===== src/rtl/hilo_md_ctrl.sv =====
// hilo_md_ctrl: multiply/divide sequencer that owns every HI/LO write.
// MULT/MULTU finish in one MUL cycle; DIV/DIVU use a 32-step restoring
// divider on operand magnitudes, with the result sign applied on entry to END.
// Optional feature macro: HILO_DIV_EN. When it is undefined, the divider
// and the DIV_ON state are not built, and DIV/DIVU write HI=0 and LO=0.
module hilo_md_ctrl (
    input  logic        clk,
    input  logic        rst,
    input  logic        start_i,
    input  logic [1:0]  op_i,
    input  logic [31:0] opdata1_i,
    input  logic [31:0] opdata2_i,
    input  logic        annul_i,
    output logic        stall_o,
    output logic        done_o,
    output logic        we_o,
    output logic [31:0] hi_o,
    output logic [31:0] lo_o
);

    typedef enum logic [1:0] {
        IDLE   = 2'd0,
        MUL    = 2'd1,
`ifdef HILO_DIV_EN
        DIV_ON = 2'd2,
`endif
        END    = 2'd3
    } state_t;

    state_t      state;

    // Operand magnitudes captured at start. During a divide, op_a also
    // serves as the dividend shift register and collects quotient bits.
    logic [31:0] op_a;
    logic [31:0] op_b;
    logic        neg_res;

    logic        is_signed;
    logic [31:0] a_mag;
    logic [31:0] b_mag;
    logic [63:0] prod_mag;
    logic [63:0] prod_res;

`ifdef HILO_DIV_EN
    logic [5:0]  cnt;
    logic [31:0] rem;
    logic        neg_rem;
    logic [32:0] shifted;
    logic [32:0] trial;
    logic [31:0] rem_next;
    logic [31:0] quo_next;
`endif

    // Compute operand magnitudes at the request and the signed or unsigned product from the latched magnitudes
    always_comb begin
        is_signed = ~op_i[0];
        a_mag     = (is_signed && opdata1_i[31]) ? (~opdata1_i + 32'd1) : opdata1_i;
        b_mag     = (is_signed && opdata2_i[31]) ? (~opdata2_i + 32'd1) : opdata2_i;
        prod_mag  = {32'd0, op_a} * {32'd0, op_b};
        prod_res  = neg_res ? (~prod_mag + 64'd1) : prod_mag;
    end

`ifdef HILO_DIV_EN
    // Perform one restoring-division step: shift in the next dividend bit and keep the difference when it is non-negative
    always_comb begin
        shifted  = {rem, op_a[31]};
        trial    = shifted - {1'b0, op_b};
        rem_next = trial[32] ? shifted[31:0] : trial[31:0];
        quo_next = {op_a[30:0], ~trial[32]};
    end
`endif

    // Hold the pipeline for an accepted request and while the operation is in flight, unless a flush is in progress
    always_comb begin
        stall_o = 1'b0;
        if (!annul_i) begin
            case (state)
                IDLE:    stall_o = start_i;
                MUL:     stall_o = 1'b1;
`ifdef HILO_DIV_EN
                DIV_ON:  stall_o = 1'b1;
`endif
                default: stall_o = 1'b0;
            endcase
        end
    end

    assign we_o = done_o;

    // Sequencer FSM: accept requests in IDLE, run MUL or DIV_ON, and commit HI/LO with a one-cycle done pulse in END
    always_ff @(posedge clk) begin
        if (!rst) begin
            state   <= IDLE;
            done_o  <= 1'b0;
            hi_o    <= 32'd0;
            lo_o    <= 32'd0;
            op_a    <= 32'd0;
            op_b    <= 32'd0;
            neg_res <= 1'b0;
`ifdef HILO_DIV_EN
            cnt     <= 6'd0;
            rem     <= 32'd0;
            neg_rem <= 1'b0;
`endif
        end else begin
            done_o <= 1'b0;
            case (state)
                IDLE: begin
                    if (start_i && !annul_i) begin
                        op_a    <= a_mag;
                        op_b    <= b_mag;
                        neg_res <= is_signed & (opdata1_i[31] ^ opdata2_i[31]);
                        if (!op_i[1]) begin
                            state <= MUL;
                        end else begin
`ifdef HILO_DIV_EN
                            if (opdata2_i == 32'd0) begin
                                hi_o   <= opdata1_i;
                                lo_o   <= 32'hFFFF_FFFF;
                                done_o <= 1'b1;
                                state  <= END;
                            end else begin
                                cnt     <= 6'd0;
                                rem     <= 32'd0;
                                neg_rem <= is_signed & opdata1_i[31];
                                state   <= DIV_ON;
                            end
`else
                            hi_o   <= 32'd0;
                            lo_o   <= 32'd0;
                            done_o <= 1'b1;
                            state  <= END;
`endif
                        end
                    end
                end
                MUL: begin
                    if (annul_i) begin
                        state <= IDLE;
                    end else begin
                        hi_o   <= prod_res[63:32];
                        lo_o   <= prod_res[31:0];
                        done_o <= 1'b1;
                        state  <= END;
                    end
                end
`ifdef HILO_DIV_EN
                DIV_ON: begin
                    if (annul_i) begin
                        state <= IDLE;
                    end else begin
                        rem  <= rem_next;
                        op_a <= quo_next;
                        cnt  <= cnt + 6'd1;
                        if (cnt == 6'd31) begin
                            hi_o   <= neg_rem ? (~rem_next + 32'd1) : rem_next;
                            lo_o   <= neg_res ? (~quo_next + 32'd1) : quo_next;
                            done_o <= 1'b1;
                            state  <= END;
                        end
                    end
                end
`endif
                END: begin
                    state <= IDLE;
                end
                default: begin
                    state <= IDLE;
                end
            endcase
        end
    end

endmodule

===== config.mk =====
export PLATFORM = sky130hd
export DESIGN_NAME = hilo_md_ctrl
export DESIGN_NICKNAME = d
export VERILOG_FILES = /design/src/rtl/hilo_md_ctrl.sv
export SDC_FILE = /design/constraint.sdc
export NUM_CORES = 2
export LEC_CHECK = 0
export CORE_ASPECT_RATIO = 2
export CORE_MARGIN = 2
export CORE_UTILIZATION = 54
export DETAILED_ROUTE_END_ITERATION = 8
export PLACE_DENSITY_LB_ADDON = 0.3
export SETUP_SLACK_MARGIN = 0.3
export SYNTH_ARGS = -nofsm -noshare
export SYNTH_HDL_FRONTEND = slang
export SYNTH_SLANG_ARGS = --single-unit

===== constraint.sdc =====
create_clock -name clk -period 9.7 [get_ports clk]
set_clock_uncertainty 0.05 [all_clocks]
set_input_delay 0.97 -clock clk [delete_from_list [all_inputs] [get_ports clk]]
set_output_delay 0.97 -clock clk [all_outputs]
set_load 0.02 [all_outputs]

==> impl_metrics.csv <==
group,metric,value,unit
grt,grt_pass1_wl,203,mm
sta,tns,0,ns
clocking,clock_path_buffers,2,
critical_path,cp.required,10.01,ns
sta,rsz0062_at_grt,"yes",
routing,wire_per_inst,22.2,microns
finish,nets,5984,
critical_path,critPathKind,"reg2reg",
logic_synthesis,async_reset_ff_share,0,%
sta,finalHoldViolCount,0,
pwr,irDropWorstVdd,0.158,mV
routing,drt_iter0_drc,2119,
sta,fmax,110,MHz
critical_path,start_kind,"flop",
sta,fin_crit_sh,93.3,%
pwr,power.density,89.6,nW/um^2
sta,period_minus_slack,9.05,ns
sta,maxSlewViolCount,0,
logic_synthesis,postSynthAreaPerCell,8.80,sq um
logic_synthesis,yosysUniqueCellTypes,96,
logic_synthesis,ys_seq_elements,132,
logic_synthesis,synth_area,41600,sq um
grt,grt_max_degree,70,
grt,grt_overflow,0,
floorplanning,die_h,397,microns
floorplanning,die_width,200,microns
placement,globalplace.congestion,0.997,
logic_synthesis,synth_nets,5960,
sta,finalWorstSetupSlack,0.647,ns
placement,dp_slack,-0.0784,ns
grt,antenna_found_initial,6,
clocking,cts_root_buf,"clkbuf_16",
routing,avgViaCountPerCell,5.80,
worst_hold_path,hp-class,"reg2reg",
routing,finalWirelength,128,mm
floorplanning,dieArea,79400,sq um
clocking,cts_tree,"done",
logic_synthesis,synth_area_leaders,"fa_1, and2_1, ha_1",
placement,dp_cells,5748,
logic_synthesis,synthFlopType,"dfxtp_1",
clocking,path_clk_slew,0.06,ns
finish,post-route-util,58.7,%
finish,drive_above_1_share,6.07,%
finish,finalNonFillerCells,5788,
routing,firstDrtPassIters,6,
sta,worst_slew_pin_slew,1.13,ns
finish,syn_to_final_growth,8.32,%
placement,portBuffers,136,
grt,grtUsageTotal,33.4,%
sta,setup_violations,0,
clocking,cts_buffers,17,
critical_path,worstPathArrival,9.36,ns
critical_path,worst_setup_path_end_kind,"flop",
clocking,postCtsHoldBufs,0,
routing,ant_nets,0,
grt,grt_pass1_vias,37300,
logic_synthesis,netlist.area_leader.share,43.1,%
clocking,clock-sinks,132,
logic_synthesis,yosys_warnings,0,
placement,dp_hpwl,106,mm
logic_synthesis,ys_seq_area_share,6.35,%
routing,via_count,33600,
sta,slew_headroom,24.2,%
routing,drc,0,
floorplanning,row_count,144,
clocking,clk_latency,0.47,ns
outcome,status,"finished, final reports clean",
floorplanning,core,76800,sq um
critical_path,cp_max_fo,22,
pwr,total_power,4.04,mW
logic_synthesis,syn_inst,4728,
logic_synthesis,synth_largest_area_cell,"fa_1",
flow_run,cap_violations,0,
logic_synthesis,synth_edf_count,0,
pwr,p_leak,21.8,nW
floorplanning,start_util,54.2,%
floorplanning,ios,137,
clocking,cts_htree_levels,4,
## placed cells by master (no fill, tap or decap), drive strengths merged, types with 14 or more instances in the layout
| master | instances |
|---|---|
| o211ai | 20 |
| or3 | 30 |
| fa | 896 |
| clkbuf | 19 |
| o211a | 57 |
| xnor2 | 92 |
| nand3 | 30 |
| inv | 874 |
| o21ai | 128 |
| nor2 | 95 |
| a21oi | 117 |
| nand2 | 648 |
| nand4 | 35 |
| o31ai | 28 |
| nor3 | 30 |
| a21o | 25 |
| o21a | 14 |
| a211oi | 15 |
| a22oi | 35 |
| dfxtp | 132 |
| xor2 | 64 |
| nor2b | 46 |
| ha | 266 |
| and2 | 607 |
| buf | 156 |
| clkdlybuf4s50 | 135 |
## sequential cells by signal, summed over array words and instances (netlist names)
register / cells
neg_res: 1
lo_o: 32
done_o: 1
hi_o: 32
state: 2
op_b: 32
op_a: 32
## final cells by class
type	instances	area, sq um
Clock inverter	13	115
Timing Repair Buffer	291	2630
Fill cell	6924	31700
Tap cell	1022	1280
Clock buffer	19	443
Sequential cell	132	2700
Multi-Input combinational cell	3444	34600
Antenna cell	1	2.50
Inverter	866	3250
## cell usage after synthesis, drive strengths merged (14+ instances only)
library cell and n:
a211oi 15, xor2 64, o21a 14, a21oi 117, o21ai 128, o31ai 28
nand4 35, a21o 25, nor2b 46, xnor2 92, ha 266, nand2 648
or3 30, a22oi 35, o211a 57, dfxtp 132, o211ai 20, clkbuf 266
nor3 30, nand3 30, buf 20, and2 607, fa 896, nor2 95
inv 866
## routing by layer
| layer | GRT usage [%] | vias to the layer above | routed length [microns] |
|---|---|---|---|
| li1 | - | 14500 | - |
| met1 | 33.5 | 17100 | 41500 |
| met2 | 61.6 | 1403 | 67400 |
| met3 | 5.22 | 630 | 7160 |
| met4 | 26.0 | 6 | 12200 |
| met5 | 0 | - | 47 |
## cell families (layout without fill, tap and decap cells)
family / after synthesis / count (layout) / share of synthesized area (%)
simple gates: 1598 / 1598 / 19.8
fa+ha+maj: 1162 / 1162 / 51.1
buf+inv: 1152 / 1189 / 10.6
compound gates: 524 / 524 / 8.77
xor+xnor: 156 / 156 / 3.28
flops: 132 / 132 / 6.35
mux: 4 / 4 / 0.0992
other cells: 0 / 1 / 0
## critical path: stages (launching register included)
cell      delay (ns)
dfxtp_2         0.55
buf_4           0.39
nand2_1         0.13
fa_1            0.52
inv_1           0.06
fa_1            0.50
fa_1            0.54
inv_1           0.06
fa_1            0.47
inv_1           0.06
fa_1            0.46
ha_1            0.30
fa_1            0.53
fa_1            0.44
ha_1            0.40
a21oi_1         0.25
o21ai_2         0.14
a221oi_2        0.46
nand2_1         0.20
a221oi_1        0.37
xor2_1          0.34
nand4b_2        0.29
nor4_4          0.45
buf_4           0.18
nand3_2         0.10
o31ai_1         0.30
xor2_1          0.11
a32o_1          0.26
## what timing repair did
action,in CTS,in global routing
pin swaps,0,3
setup endpoints to repair,32,32
gates resized for setup,17,47
cloned,0,0
setup buffers,0,7
## where the power goes
| part | switching [mW] | leakage (nW) | internal [mW] | total (mW) |
|---|---|---|---|---|
| Combinational | 1.69 | 20.5 | 1.02 | 2.71 |
| Clock | 0.316 | 0.271 | 0.343 | 0.659 |
| Sequential | 0.100 | 1.09 | 0.573 | 0.673 |
| Total | 2.11 | 21.8 | 1.93 | 4.04 |
## worst paths after layout
kind	slack [ns]	startpoint	cells past startpoint	endpoint
worst max-delay path	0.65	op_a[6]$_SDFFE_PN0P_	27	hi_o[14]$_SDFFE_PN0P_
worst min-delay path	0.41	hi_o[31]$_SDFFE_PN0P_	2	hi_o[31]$_SDFFE_PN0P_
worst max register to register	0.65	op_a[6]$_SDFFE_PN0P_	27	hi_o[14]$_SDFFE_PN0P_
worst min register to register	0.41	hi_o[31]$_SDFFE_PN0P_	2	hi_o[31]$_SDFFE_PN0P_
## metrics by stage
| step | hold WS [ns] | cell area, sq um |
|---|---|---|
| 2_1_floorplan | 0.432 | 41600 |
| 4_1_cts | 0.413 | 44900 |
| 3_5_place_dp | 0.391 | 44300 |
| 3_3_place_gp | 0.394 | 44300 |
| 6_report | 0.412 | 45100 |
| 5_1_grt | 0.433 | 45100 |
Power figures use the tool's default switching activity.
